<file path="config.mk">
export PLATFORM = sky130hd
export DESIGN_NAME = led_register_viewer
export DESIGN_NICKNAME = d
export VERILOG_FILES = /design/src/rtl/led_viewer_pkg.sv /design/src/rtl/led_register_viewer_btn_debounce.sv /design/src/rtl/led_register_viewer.sv
export SDC_FILE = /design/constraint.sdc
export NUM_CORES = 1
export LEC_CHECK = 0
export BUFFER_PORTS_ARGS = -buffer_cell sky130_fd_sc_hd__buf_2
export CAP_MARGIN = 20
export CORE_ASPECT_RATIO = 1.2
export CORE_MARGIN = 1.5
export CORE_UTILIZATION = 62
export CTS_BUF_LIST = sky130_fd_sc_hd__clkbuf_4 sky130_fd_sc_hd__clkbuf_8 sky130_fd_sc_hd__clkbuf_16
export DETAILED_ROUTE_END_ITERATION = 10
export MAX_ROUTING_LAYER = met4
export PLACE_DENSITY_LB_ADDON = 0.15
export SLEW_MARGIN = 0
export SYNTH_ARGS = -nofsm -noshare
export SYNTH_HDL_FRONTEND = slang
export SYNTH_HIERARCHICAL = 1
export SYNTH_SLANG_ARGS = --single-unit
</file>
<file path="constraint.sdc">
create_clock -name clk -period 6.3 [get_ports clk]
set_input_delay 1.26 -clock clk [delete_from_list [all_inputs] [get_ports clk]]
set_output_delay 1.26 -clock clk [all_outputs]
set_load 0.005 [all_outputs]
</file>
<file path="src/rtl/led_viewer_pkg.sv">
// Shared definitions for the LED register viewer.
// Holds the display-mode FSM encoding and the helpers that derive the
// slice count and slice-index width from the data and LED widths.
package led_viewer_pkg;

  typedef enum logic [0:0] {
    StManual = 1'b0,
    StAuto   = 1'b1
  } view_state_e;

  // Number of LED-wide slices needed to cover a data word (ceiling divide).
  function automatic int unsigned calc_num_slices(input int unsigned data_w,
                                                  input int unsigned led_w);
    return (data_w + led_w - 1) / led_w;
  endfunction

  // Width of a slice index; never narrower than one bit.
  function automatic int unsigned calc_sl_w(input int unsigned num_slices);
    return (num_slices > 1) ? $clog2(num_slices) : 1;
  endfunction

endpackage

</file>
<file path="src/rtl/led_register_viewer_btn_debounce.sv">
// btn_debounce: two-flop synchronizer plus level debouncer for a raw pushbutton.
// Ports:
//   clk, reset  - clock, asynchronous active-low reset
//   btn         - raw, bouncy button input
//   level       - debounced level; changes only after DEBOUNCE_CYCLES consecutive
//                 cycles of the new synchronized level
//   rise        - one-cycle pulse, registered together with the rising level
module btn_debounce #(
  parameter int unsigned DEBOUNCE_CYCLES = 1000000
) (
  input  logic clk,
  input  logic reset,
  input  logic btn,
  output logic level,
  output logic rise
);

  localparam int unsigned CntW = (DEBOUNCE_CYCLES > 1) ? $clog2(DEBOUNCE_CYCLES) : 1;
  localparam logic [CntW-1:0] CntMax = CntW'(DEBOUNCE_CYCLES - 1);

  logic [1:0]      sync_q;
  logic            level_q, level_d;
  logic            rise_q;
  logic [CntW-1:0] cnt_q, cnt_d;

  always_ff @(posedge clk or negedge reset) begin
    if (!reset) begin
      sync_q  <= '0;
      level_q <= 1'b0;
      rise_q  <= 1'b0;
      cnt_q   <= '0;
    end else begin
      sync_q  <= {sync_q[0], btn};
      level_q <= level_d;
      rise_q  <= level_d & ~level_q;
      cnt_q   <= cnt_d;
    end
  end

  // Count cycles where the synchronized input differs from the debounced level;
  // any cycle that agrees clears the count.
  always_comb begin
    level_d = level_q;
    cnt_d   = '0;
    if (sync_q[1] != level_q) begin
      if (cnt_q == CntMax) begin
        level_d = sync_q[1];
      end else begin
        cnt_d = cnt_q + CntW'(1);
      end
    end
  end

  assign level = level_q;
  assign rise  = rise_q;

endmodule

</file>
<file path="src/rtl/led_register_viewer.sv">
// led_register_viewer: shows one LED-wide slice of a processor register on an
// LED bank, either chosen by switches (manual) or stepped automatically through
// all slices of all registers (auto-scroll). A debounced button freezes a
// snapshot of the current register so it can be browsed while the core runs on.
// Ports:
//   clk, reset  - clock, asynchronous active-low reset
//   sw_reg      - manual register select (raw switch)
//   sw_slice    - manual slice select (raw switch)
//   sw_mode     - 0 = manual, 1 = auto-scroll (raw switch)
//   btn_freeze  - raw freeze pushbutton; each debounced press toggles freeze
//   reg_addr    - debug read address to the register file
//   reg_data    - combinational read data for reg_addr
//   leds        - displayed slice
//   frozen      - snapshot is being displayed
//   slice_idx   - slice currently selected
module led_register_viewer
  import led_viewer_pkg::*;
#(
  parameter int unsigned DATA_W          = 32,
  parameter int unsigned LED_W           = 16,
  parameter int unsigned REG_ADDR_W      = 4,
  parameter int unsigned SCROLL_DIV      = 100000000,
  parameter int unsigned DEBOUNCE_CYCLES = 1000000,
  localparam int unsigned NUM_SLICES     = calc_num_slices(DATA_W, LED_W),
  localparam int unsigned SL_W           = calc_sl_w(NUM_SLICES)
) (
  input  logic                  clk,
  input  logic                  reset,
  input  logic [REG_ADDR_W-1:0] sw_reg,
  input  logic [SL_W-1:0]       sw_slice,
  input  logic                  sw_mode,
  input  logic                  btn_freeze,
  output logic [REG_ADDR_W-1:0] reg_addr,
  input  logic [DATA_W-1:0]     reg_data,
  output logic [LED_W-1:0]      leds,
  output logic                  frozen,
  output logic [SL_W-1:0]       slice_idx
);

  localparam int unsigned PadW   = NUM_SLICES * LED_W;
  localparam int unsigned SwW    = REG_ADDR_W + SL_W + 1;
  localparam int unsigned PrescW = (SCROLL_DIV > 1) ? $clog2(SCROLL_DIV) : 1;
  localparam logic [PrescW-1:0] PrescMax  = PrescW'(SCROLL_DIV - 1);
  localparam logic [SL_W-1:0]   LastSlice = SL_W'(NUM_SLICES - 1);

  // Switch synchronizers (no debouncing; a bounce just shows briefly on the LEDs).
  logic [SwW-1:0]        sw_s1_q, sw_s2_q;
  logic [REG_ADDR_W-1:0] sw_reg_s;
  logic [SL_W-1:0]       sw_slice_s;
  logic                  sw_mode_s;

  always_ff @(posedge clk or negedge reset) begin
    if (!reset) begin
      sw_s1_q <= '0;
      sw_s2_q <= '0;
    end else begin
      sw_s1_q <= {sw_reg, sw_slice, sw_mode};
      sw_s2_q <= sw_s1_q;
    end
  end

  assign sw_reg_s   = sw_s2_q[SwW-1 -: REG_ADDR_W];
  assign sw_slice_s = sw_s2_q[SL_W:1];
  assign sw_mode_s  = sw_s2_q[0];

  logic btn_level, btn_rise;

  btn_debounce #(
    .DEBOUNCE_CYCLES(DEBOUNCE_CYCLES)
  ) u_btn_debounce (
    .clk  (clk),
    .reset(reset),
    .btn  (btn_freeze),
    .level(btn_level),
    .rise (btn_rise)
  );

  // Rise and level are registered together, so level is always high with rise.
  logic freeze_edge;
  assign freeze_edge = btn_rise & btn_level;

  // Mode FSM.
  view_state_e state_q, state_d;
  logic        scroll_en;

  always_ff @(posedge clk or negedge reset) begin
    if (!reset) begin
      state_q <= StManual;
    end else begin
      state_q <= state_d;
    end
  end

  always_comb begin
    state_d = state_q;
    case (state_q)
      StManual: if (sw_mode_s)  state_d = StAuto;
      StAuto:   if (!sw_mode_s) state_d = StManual;
      default:  state_d = StManual;
    endcase
  end

  always_comb begin
    scroll_en = 1'b0;
    case (state_q)
      StAuto:  scroll_en = 1'b1;
      default: scroll_en = 1'b0;
    endcase
  end

  // Freeze and snapshot.
  logic              frozen_q, frozen_d;
  logic [DATA_W-1:0] snapshot_q, snapshot_d;

  always_comb begin
    frozen_d   = frozen_q;
    snapshot_d = snapshot_q;
    if (freeze_edge) begin
      frozen_d = ~frozen_q;
      // reg_data still belongs to the pre-step address even if a scroll step
      // lands on this same edge.
      if (!frozen_q) snapshot_d = reg_data;
    end
  end

  // Address / slice selection and prescaler.
  logic [REG_ADDR_W-1:0] reg_addr_q, reg_addr_d;
  logic [SL_W-1:0]       slice_q, slice_d;
  logic [PrescW-1:0]     presc_q, presc_d;

  // frozen_d is used so a coinciding freeze edge takes effect before the step.
  always_comb begin
    presc_d    = '0;
    reg_addr_d = reg_addr_q;
    slice_d    = slice_q;
    if (scroll_en) begin
      if (presc_q == PrescMax) begin
        if (slice_q >= LastSlice) begin
          slice_d = '0;
          if (!frozen_d) reg_addr_d = reg_addr_q + REG_ADDR_W'(1);
        end else begin
          slice_d = slice_q + SL_W'(1);
        end
      end else begin
        presc_d = presc_q + PrescW'(1);
      end
    end else begin
      slice_d = sw_slice_s;
      if (!frozen_d) reg_addr_d = sw_reg_s;
    end
  end

  // LED slice mux; indices past the last slice show nothing.
  logic [PadW-1:0]  src_pad;
  logic [LED_W-1:0] leds_q, leds_d;

  assign src_pad = PadW'(frozen_q ? snapshot_q : reg_data);

  always_comb begin
    leds_d = '0;
    for (int unsigned i = 0; i < NUM_SLICES; i++) begin
      if (slice_q == SL_W'(i)) leds_d = src_pad[i*LED_W +: LED_W];
    end
  end

  always_ff @(posedge clk or negedge reset) begin
    if (!reset) begin
      frozen_q   <= 1'b0;
      snapshot_q <= '0;
      reg_addr_q <= '0;
      slice_q    <= '0;
      presc_q    <= '0;
      leds_q     <= '0;
    end else begin
      frozen_q   <= frozen_d;
      snapshot_q <= snapshot_d;
      reg_addr_q <= reg_addr_d;
      slice_q    <= slice_d;
      presc_q    <= presc_d;
      leds_q     <= leds_d;
    end
  end

  assign reg_addr  = reg_addr_q;
  assign slice_idx = slice_q;
  assign leds      = leds_q;
  assign frozen    = frozen_q;

endmodule

</file>
Word-level counts from Yosys, hierarchy flattened --
Cells that the tools add are included.
Storage, ports and cells: flip-flop bits (word level) 118, word-level logic and storage cells 49
Operators by class: add/sub/neg operators 4, order comparisons 1, eq/ne operators 7, multiplexer cells 19, bitwise gates (word level) 4, reductions and logical operators 1
Operator list (count):
- 27-bit two-way mux | 2
- 20-bit two-way mux | 2
- 32-bit two-way mux | 1
- 27-bit by 1-bit adder with 27-bit output (second input constant) | 1
- 27-bit equality test (second input constant) | 1
- 20-bit by 1-bit adder with 20-bit output (second input constant) | 1
- 20-bit equality test (second input constant) | 1
- 4-bit two-way mux | 5
- 16-bit two-way mux | 1
- 1-bit two-way mux | 8
- 4-bit by 1-bit adder with 4-bit output (second input constant) | 1
- 2-bit by 1-bit inequality test with 1-bit output (second input constant) | 2
- 4-bit AND reduction | 1
- 3-bit inequality test (second input constant) | 1
- 1-bit bitwise AND | 2
- 2-bit inequality test (second input constant) | 1
- 1-bit NOT | 2
- 1-bit adder (second input constant) | 1
- 1-bit >= comparator (second input constant) | 1
- 1-bit inequality test | 1

Depth between registers and ports, before layout --
Gate-level depths: netlist of run 1.
word-level depth 6, mapped depth 7, mapped depth without buffers 5

Cells and area by module --
The synthesis of run 1 kept the hierarchy.
By module, submodules not included:
- led_register_viewer | times used 1, cells an instance 380, area an instance 4116.4 um^2, seq. area each 2352.3 um^2
- btn_debounce | times used 1, cells an instance 116, area an instance 1136.1 um^2, seq. area each 600.6 um^2

Worst setup path after synthesis of run 1 --
OpenSTA, ideal clock, no wires.
path type register -> register, start reg presc_q[17], end reg reg_addr_q[0] (netlist: reg_addr[0]), data arrival time 2.070 ns, setup slack 4.161 ns, cell stages (with the launch flop) 6, path buffers 1, clock period less this slack 2.139 ns, cells stage by stage dfrtp_1 > or4b_1 > or4_1 > buf_2 > or4_1 > nand3_1
Between the ends: longest elaborated chain between the ends 3
RTL lines:
- from (decl) | RTL line led_register_viewer.sv:129 | logic [PrescW-1:0] presc_q, presc_d;
- from (signal assigned) | RTL line led_register_viewer.sv:179 | presc_q <= presc_d;
- 27-bit equality test (*) | RTL line led_register_viewer.sv:137 | if (presc_q == PrescMax) begin
- 3-bit inequality test (no line) or 2-bit by 1-bit inequality test with 1-bit output (tied branches)
- 4-bit AND reduction (no line) (*)
- to (signal assigned) | RTL line led_register_viewer.sv:177 | reg_addr_q <= reg_addr_d;
- to (decl) | RTL line led_register_viewer.sv:127 | logic [REG_ADDR_W-1:0] reg_addr_q, reg_addr_d;
Mark *: on every way between the ends. The rest lies on a longest branch, timed or not. A chain may end at the register's enable or synchronous reset.

Worst setup path in the final report of run 1 --
start reg slice_q (netlist: slice_idx), end out slice_idx
RTL lines:
- from (decl) | RTL line led_register_viewer.sv:128 | logic [SL_W-1:0] slice_q, slice_d;
- from (signal assigned) | RTL line led_register_viewer.sv:178 | slice_q <= slice_d;
- to (decl) | RTL line led_register_viewer.sv:37 | output logic [SL_W-1:0] slice_idx
No word-level cell between the ends.

==> results.toml, run 1 <==
[floorplanning]
pin_count = 63
die_x_um = 87.02
die_area_um2 = 9035
initial_core_util_pct = 64.43
fp.coreArea_um2 = 8153
num_rows = 36
die_y_um = 103.8

[outcome]
status = "complete, no violations"

[worst_setup_path]
cp-start-kind = "register"
crit_family = "flip-flops"
worstSetupPathType = "reg -> out"
r2r_start = "presc_q[4]$_DFF_PN0_"
crit_start = "slice_idx$_DFFE_PN0P_"
path_buf_inv = 1
crit_fanout = 21
cpMaxStageDelayCell = "dfrtp_1"
crit_chain = "buf_2"
slowest_delay_ns = 0.89
arrival_ns = 1.64
worstPathRequired_ns = 5.04
worst_setup_path_end_kind = "output port"

[routing]
vias = 4036
route.detailed.drc = 0
ant_nets = 0
wl_met1_mm = 4.529
highest_layer = "met4"
drt-initial-drc-count = 289
firstDrtPassIters = 5
avgRoutedWirePerCell_um = 15.98
wl_met2_mm = 5.648
route.met3.wl_um = 611
routed_wl_mm = 10.95
vias_per_cell = 5.892

[logic_synthesis]
synth_compound_area_share_pct = 6.098
yosysWarnings = 6
synth_seq_cells = 118
yosysTopAreaCell = "dfrtp_1"
synthMuxAreaShare_pct = 7.075
synthArstFlopShare_pct = 100.0
syn_inst = 496
synth_edf_count = 0
synthTopCellsByArea = "dfrtp_1, nand2_1, mux4_2, or4_1, a21oi_1"
synthAdderAreaFrac_pct = 0.7146
yosysTopAreaCellShare_pct = 56.22
synth-simple-area-share_pct = 23.42
synth_xor_area_share_pct = 4.002
syn_avg_cell_area_um2 = 10.59
synthFlopType = "dfrtp_1"
syn_area_um2 = 5253
synth-seq-area-share_pct = 56.22
synth_top_family_by_area = "simple AND/OR/NAND/NOR gates"
synth_nets = 540
synth_cell_types = 40

[sta]
tns_ns = 0
rsz0062_at_grt = "false"
worstMarginPinSlew_ns = 0.9028
slew_violations = 0
hold_violations = 0
fmax_mhz = 344.8
fin_crit_sh_pct = 46.04
setup-violations-final = 0
skew_ns = 0.01156
min_period_ns = 2.900
slew_headroom_pct = 39.81

[clock_network]
cts.sink_count = 118
cts_resized = 0
cts.clk_slew.worst_paths_ns = 0.05
insertion_delay_ns = 0.51
numCtsBuffers = 17
cts_setup_buffers = 0
cts_buffer_depth = 2
cts_tree = "yes"
ctsHoldBuffers = 0
h-tree-depth = 4
ctsRootBufferMaster = "clkbuf_8"

[layout]
nets = 602
insertedDiodeCount = 0
drive_gt1_share_pct = 21.72
syn2layout_area_growth_pct = 20.06
fin_area_um2 = 6306
fillers = 491
multi_input_area_um2 = 2170
seqCellArea_um2 = 2953

[global_route]
overflow = 0
grt_start_max_net_pins = 76
antenna_found_initial = 0
grt_pass1_wl_mm = 18.42
grtUsageTotal_pct = 26.76
grt_pass1_vias = 4111

[placement]
gp_congestion = 0.8136
numPortBuffers = 62
hpwlAfterDp_mm = 6.643
dpl_cell_area_um2 = 5657

[hold_path]
min_path_type = "reg -> reg"
min_from = "sw_s1_q[5]$_DFF_PN0_"

[pwr]
p_leak_nw = 2.679
cellPowerDensity_nw_per_um2 = 303.4
ir_worst_vdd_uv = 211.1
p_total_mw = 1.913

[flow_run]
cap_viol_max_count = 0
==> routing by layer <==
| layer | track usage, % | vias to the layer above |
|---|---|---|
| li1 | - | 1885 |
| met1 | 33.50 | 1979 |
| met2 | 41.69 | 152 |
| met3 | 6.693 | 20 |
| met4 | 10.71 | 0 |
| met5 | - | - |
==> registers in the layout, indices dropped and copies added, names as in the netlist <==
register / cells
state_q: 1
u_btn_debounce/level: 1
leds: 16
reg_addr: 4
frozen: 1
snapshot_q: 32
u_btn_debounce/sync_q: 2
slice_idx: 1
u_btn_debounce/rise: 1
u_btn_debounce/cnt_q: 20
sw_s2_q: 6
sw_s1_q: 6
presc_q: 27
==> cell usage after synthesis, types with 12 or more instances <==
cell and count:
dfrtp_1 118, nand3_1 23, clkbuf_1 18, a21oi_1 24
nand4_1 12, o21ai_0 13, xor2_1 12, nor2_1 31
mux4_2 16, xnor2_1 12, nand2_1 109, or4_1 21
==> layout by cell type (no fill, tap or decap), types with 5 or more instances in the layout <==
master / count
xor2_1: 12
nor2_1: 31
o31ai_1: 10
dfrtp_1: 118
mux4_2: 16
nor4b_1: 5
buf_2: 61
nor3_1: 5
xnor2_1: 12
nand3_1: 23
nand2_1: 109
o21ai_0: 12
buf_4: 5
a21oi_1: 24
inv_1: 9
and3_1: 5
or4_1: 21
nand4_1: 12
or3_1: 10
bufinv_16: 5
nor4_1: 5
clkbuf_16: 16
==> path summary, 6_finish.rpt <==
path                            cells past startpoint  slack (ns)                   endpoint
worst min register to register                      0        0.34       sw_s2_q[5]$_DFF_PN0_
min in group asynchronous                           1        0.88  snapshot_q[2]$_DFFE_PN0P_
worst max register to register                      4        3.72      presc_q[12]$_DFF_PN0_
worst max-delay path                                1        3.40                  slice_idx
worst min-delay path                                0        0.34       sw_s2_q[5]$_DFF_PN0_
max in group asynchronous                           2        4.32       sw_s1_q[5]$_DFF_PN0_
==> kinds of logic after synthesis <==
kind of cell	count (synthesis)
and+or+nand+nor	247
DFF	118
AOI/OAI and AO/OA	54
buffers and inverters	33
xor gates and xnor gates	24
muxes	17
adders and majority gates	3
==> area by class of cell <==
cell class | count | area share (%)
Tap cell | 114 | 2.262
Inverter | 9 | 0.5357
Clock inverter | 12 | 3.175
Clock buffer | 20 | 7.123
Timing Repair Buffer | 67 | 5.675
Multi-Input combinational cell | 345 | 34.40
Sequential cell | 118 | 46.83
==> per-stage QoR <==
stage / worst slack [ns] / utilization (%) / cells / hold slack [ns]
2_1_floorplan: 4.161 / - / 496 / 0.3312
3_3_place_gp: 3.744 / 69.20 / 652 / 0.3328
3_5_place_dp: 3.715 / 69.38 / 653 / 0.3347
4_1_cts: 3.360 / 77.35 / 685 / 0.3437
5_1_grt: 3.326 / 77.35 / 685 / 0.3527
6_report: 3.400 / 77.35 / 685 / 0.3437
==> where the power goes <==
group          internal (mW)  leakage [nW]  total (mW)  switching [mW]
Clock                  0.707         0.311        1.04           0.331
Combinational         0.0390         0.974      0.0785          0.0395
Sequential             0.779          1.39       0.797          0.0174
Total                   1.52          2.68        1.91           0.388
Note: power is estimated with default switching activity, not from simulation.
==> run 2, diff against run 1 <==
Settings changed: CORE_UTILIZATION 62 to 52.
Clock period 6.3 ns to 2.43 ns, I/O delays scaled along.
==> run 2 against run 1 <==
Sequential power rose to 2.6 times the previous value. Die area rose by 19%. First-iteration DRC count fell by 40%. Count of clock-buffer cells in the layout fell by 2. Clock skew fell by 0.0026 ns. Worst setup slack got worse by 3.3 ns. Clock power rose by 150%. Combinational power rose to 2.9 times the previous value. Utilization fell by 13 points. Largest power group unchanged.
==> results.toml, run 2 (synthesis gave the netlist of run 1 again) <==
[sta]
slew_headroom_pct = 57.63
fin_crit_sh_pct = 95.04
slew_violations = 0
setup-violations-final = 0
worstMarginPinSlew_ns = 0.6355
tns_ns = 0
hold_violations = 0
hold_ws_ns = 0.1446
setup_ws_ns = 0.1205
min_period_ns = 2.310
rsz0062_at_grt = "false"
skew_ns = 0.008962
fmax_mhz = 433.0

[layout]
fin_area_um2 = 6351
syn2layout_area_growth_pct = 20.91
largestRegisters = "snapshot_q x32, presc_q x27, u_btn_debounce/cnt_q x20"
insertedDiodeCount = 0
drive_gt1_share_pct = 22.97
largest_reg_flops = 32
top_register = "snapshot_q"
nets = 610
final_cell_mix = "dfrtp_1, nand2_1, buf_2"
utilization_pct = 64.09
final_cells = 705
layout_commonest_cell = "dfrtp_1"
fillers = 785

[placement]
gp_congestion = 0.8444
dpl_cell_area_um2 = 5737
dp_slack_ns = 0.1353
dp.cells = 673
hpwlAfterDp_mm = 6.928
numPortBuffers = 62

[floorplanning]
die_area_um2 = 10720
num_rows = 40
die_y_um = 113.1
fp.coreArea_um2 = 9910
pin_count = 63
initial_core_util_pct = 53.01
die_x_um = 94.75

[worst_setup_path]
slowest_delay_ns = 0.58
cpMaxStageDelayCell = "or4_1"
r2r_cells = 4
path_buf_inv = 0
crit_top_cell = "or4_1"
crit_family = "simple AND/OR/NAND/NOR gates"
cp-start-kind = "register"
worst_setup_path_end_kind = "register"
arrival_ns = 2.65
crit_fanout = 8
worstPathRequired_ns = 2.77
worstSetupPathType = "reg -> reg"
crit_chain = "or4b_1 -> or4_1 -> or4_1 -> nand3_1"
path_depth = 4

[clock_network]
cts_buffer_depth = 2
numCtsBuffers = 17
h-tree-depth = 4
cts.sink_count = 118
ctsHoldBuffers = 0
cts_tree = "yes"
insertion_delay_ns = 0.41
cts.clk_slew.worst_paths_ns = 0.06
ctsRootBufferMaster = "clkbuf_16"

[flow_run]
cap_viol_max_count = 0

[global_route]
grtUsageTotal_pct = 22.73
overflow = 0
grt_pass1_wl_mm = 18.37
grt_start_max_net_pins = 119
grt_pass1_vias = 3970
antenna_found_initial = 0

[pwr]
cellPowerDensity_nw_per_um2 = 761.9
p_leak_nw = 2.701
ir_worst_vdd_uv = 422.6
p_total_mw = 4.839

[routing]
ant_nets = 0
route.detailed.drc = 0
firstDrtPassIters = 4
routed_wl_mm = 10.72
vias = 3945
avgRoutedWirePerCell_um = 15.21
vias_per_cell = 5.596
drt-initial-drc-count = 173

[hold_path]
min_path_type = "in -> async"

[outcome]
status = "complete, no violations"
## run 2: final timing paths
path	slack (ns)	endpoint	from
hold / removal	0.14	snapshot_q[0]$_DFFE_PN0P_	reset
max in group asynchronous	1.79	presc_q[3]$_DFF_PN0_	reset
setup / recovery	0.12	reg_addr[1]$_DFFE_PN0P_	presc_q[17]$_DFF_PN0_
setup reg to reg	0.12	reg_addr[1]$_DFFE_PN0P_	presc_q[17]$_DFF_PN0_
min in group clk	0.18	sw_s1_q[5]$_DFF_PN0_	sw_reg[3]
hold reg to reg	0.35	sw_s2_q[1]$_DFF_PN0_	sw_s1_q[1]$_DFF_PN0_
## run 2: power by group
part | switching [mW] | total (mW) | leakage (nW) | internal (mW)
Clock | 0.926 | 2.56 | 0.295 | 1.63
Sequential | 0.0326 | 2.05 | 1.39 | 2.02
Combinational | 0.120 | 0.227 | 1.01 | 0.107
## run 2: cell type report
class                   instances  area (um^2)  share of cell area, %
clock buffers                  18        432.9                  6.816
clock inverters                14        176.4                  2.778
inverters                       9        33.78                 0.5319
multi-input cells             345         2175                  34.24
flip-flops and latches        118         2953                  46.49
well taps                     126        157.7                  2.482
repair buffers                 75        422.9                  6.659
## run 2: metal layers
metal	global-route usage (%)	wire (um)	up-vias
li1	-	-	1900
met1	28.87	4800	1924
met2	35.52	5228	109
met3	5.376	547	12
met4	8.159	144	0
met5	-	0	-
## run 2: repair_timing
| item | CTS | global route |
|---|---|---|
| resized for setup | 0 | 1 |
| setup buffers | 0 | 0 |
| setup endpoints to repair | 0 | 2 |
==> run 3, diff against run 2 <==
--- a/config.mk
+++ b/config.mk
@@ -15,3 +15,3 @@
 export MAX_ROUTING_LAYER = met4
-export PLACE_DENSITY_LB_ADDON = 0.15
+export PLACE_DENSITY = 0.75
 export SLEW_MARGIN = 0
==> constraint.sdc (replaced) <==
create_clock -name clk -period 2.43 [get_ports clk]
set_input_delay 0.1215 -clock clk [delete_from_list [all_inputs] [get_ports clk]]
set_output_delay 0.1215 -clock clk [all_outputs]
set_load 0.005 [all_outputs]
==> run 3 against run 2 <==
Worst hold slack better by 0.15 ns. Fmax down 0.95%. Count of clock-buffer cells in the layout unchanged. Combinational power up 26%. Power down 3.0%. Register-to-register slack worse by 0.02 ns. Largest power group unchanged.
==> results.toml, run 3 (synthesis gave the netlist of run 1 again) <==
[clock_network]
cts_setup_buffers = 0
ctsRootBufferMaster = "clkbuf_16"
h-tree-depth = 4
cts_buffer_depth = 2
insertion_delay_ns = 0.41
cts_tree = "yes"
cts.clk_slew.worst_paths_ns = 0.06
cts.sink_count = 118
numCtsBuffers = 17

[global_route]
grt_start_max_net_pins = 57
overflow = 0
grtUsageTotal_pct = 25.53
antenna_found_initial = 0
grt_pass1_vias = 4330
grt_pass1_wl_mm = 20.27

[routing]
highest_layer = "met4"
vias = 4215
vias_per_cell = 5.650
avgRoutedWirePerCell_um = 16.20
routed_wl_mm = 12.08
route.met3.wl_um = 578
wl_met2_mm = 6.343
firstDrtPassIters = 5
route.detailed.drc = 0
wl_met1_mm = 4.908
drt-initial-drc-count = 270
ant_nets = 0

[worst_setup_path]
slowest_delay_ns = 0.60
crit_fanout = 6
arrival_ns = 2.68
cpMaxStageDelayCell = "or4_1"
worstPathRequired_ns = 2.78
worstSetupPathType = "reg -> reg"
cp-start-kind = "register"
worst_setup_path_end_kind = "register"
crit_top_cell = "or4_1"
crit_chain = "or4_1 -> or4_1 -> or4_1 -> nand3_1"
r2r_start = "presc_q[9]$_DFF_PN0_"
crit_start = "presc_q[9]$_DFF_PN0_"

[floorplanning]
fp.coreArea_um2 = 9910
die_x_um = 94.75
die_area_um2 = 10720
initial_core_util_pct = 53.01
pin_count = 63
die_y_um = 113.1
num_rows = 40

[layout]
nets = 651
insertedDiodeCount = 0
top_register = "snapshot_q"
syn2layout_area_growth_pct = 27.87
largestRegisters = "snapshot_q x32, presc_q x27, u_btn_debounce/cnt_q x20"
drive_gt1_share_pct = 21.61
largest_reg_flops = 32
fin_area_um2 = 6716
final_cell_mix = "dfrtp_1, nand2_1, buf_2"
layout_commonest_cell = "dfrtp_1"

[pwr]
cellPowerDensity_nw_per_um2 = 698.9
switching_share_pct = 23.20
ir_worst_vdd_uv = 396.4
intPower_mw = 3.605
combinationalPowerShare_pct = 6.1
seqPwrFrac_pct = 43.8
p_total_mw = 4.694
p_sw_mw = 1.089
p_clk_share_pct = 50.2
p_leak_nw = 2.841

[sta]
worstMarginPinSlew_ns = 0.7232
setup-violations-final = 0
slew_headroom_pct = 51.79
skew_ns = 0.009011
hold_violations = 0
slew_violations = 0
rsz0062_at_grt = "false"
fin_crit_sh_pct = 95.95
fmax_mhz = 428.9
min_period_ns = 2.332
tns_ns = 0
setup_ws_ns = 0.09844

[placement]
numPortBuffers = 62
dpl_cell_area_um2 = 5744
hpwlAfterDp_mm = 7.399
dp_slack_ns = 0.1441
gp_congestion = 0.8545

[hold_path]
min_path_type = "in -> async"

[flow_run]
cap_viol_max_count = 0

[outcome]
status = "complete, no violations"
-- run 3: cell count changes in the layout (fill, tap and decap cells not counted) --
cell,change
buf_4,+1
clkbuf_4,-1
inv_6,-1
or4_1,-1
clkinvlp_4,+4
clkinv_4,-1
bufinv_16,-2
nand3_2,-1
or4_4,+1
nand3_1,+1
dlygate4sd3_1,+40
clkbuf_8,+1
-- run 3: worst paths after layout --
path	slack, ns	cells past startpoint	to
setup / recovery	0.1	4	reg_addr[1]$_DFFE_PN0P_
hold / removal	0.30	2	leds[11]$_DFF_PN0_
setup reg to reg	0.1	4	reg_addr[1]$_DFFE_PN0P_
hold reg to reg	0.35	0	sw_s2_q[5]$_DFF_PN0_
max in group asynchronous	1.41	3	u_btn_debounce/cnt_q[5]$_DFF_PN0_
min in group clk	0.34	2	sw_s1_q[5]$_DFF_PN0_
-- run 3: what timing repair did --
action / in CTS / in global routing
resized for setup: 0 / 1
endpoints found under the setup margin: 0 / 1
hold endpoints to repair: 93 / 0
hold buffers: 40 / 0
-- run 3: cell type report --
cell class	instances	area, um^2
clock buffer	18	439.2
multi-input combinational	345	2173
sequential	118	2953
fill	702	3193
tap	126	157.7
timing repair buffer	116	830.8
clock inverter	14	128.9
inverter	9	33.78
-- run 3: routing by layer --
metal	GRT usage (%)	vias to the layer above
met2	41.38	119
met4	10.85	0
li1	-	1983
met1	29.47	2092
met3	7.258	21
met5	-	-
-- run 3: metrics by stage --
stage	util, %	hold slack, ns	instances
global route	67.78	0.3350	746
floorplan	-	-0.1741	496
finish	67.78	0.2978	746
global placement	57.97	0.2108	674
CTS	67.74	0.3126	746
detailed placement	57.97	0.2227	674
-- run 3: critical path, delay by kind of cell (launching register included) --
kind | cells | cell delay, ns
AND/OR/NAND/NOR | 4 | 1.83
flip-flops | 1 | 0.44
-- run 3: power groups by stage --
stage / combinational [mW] / clock [mW] / sequential (mW)
floorplan: 0.0913 / 0 / 2.08
global placement: 0.226 / 0 / 2.08
detailed placement: 0.232 / 0 / 2.09
CTS: 0.284 / 2.40 / 2.05
global route: 0.315 / 2.50 / 2.06
finish: 0.285 / 2.35 / 2.05
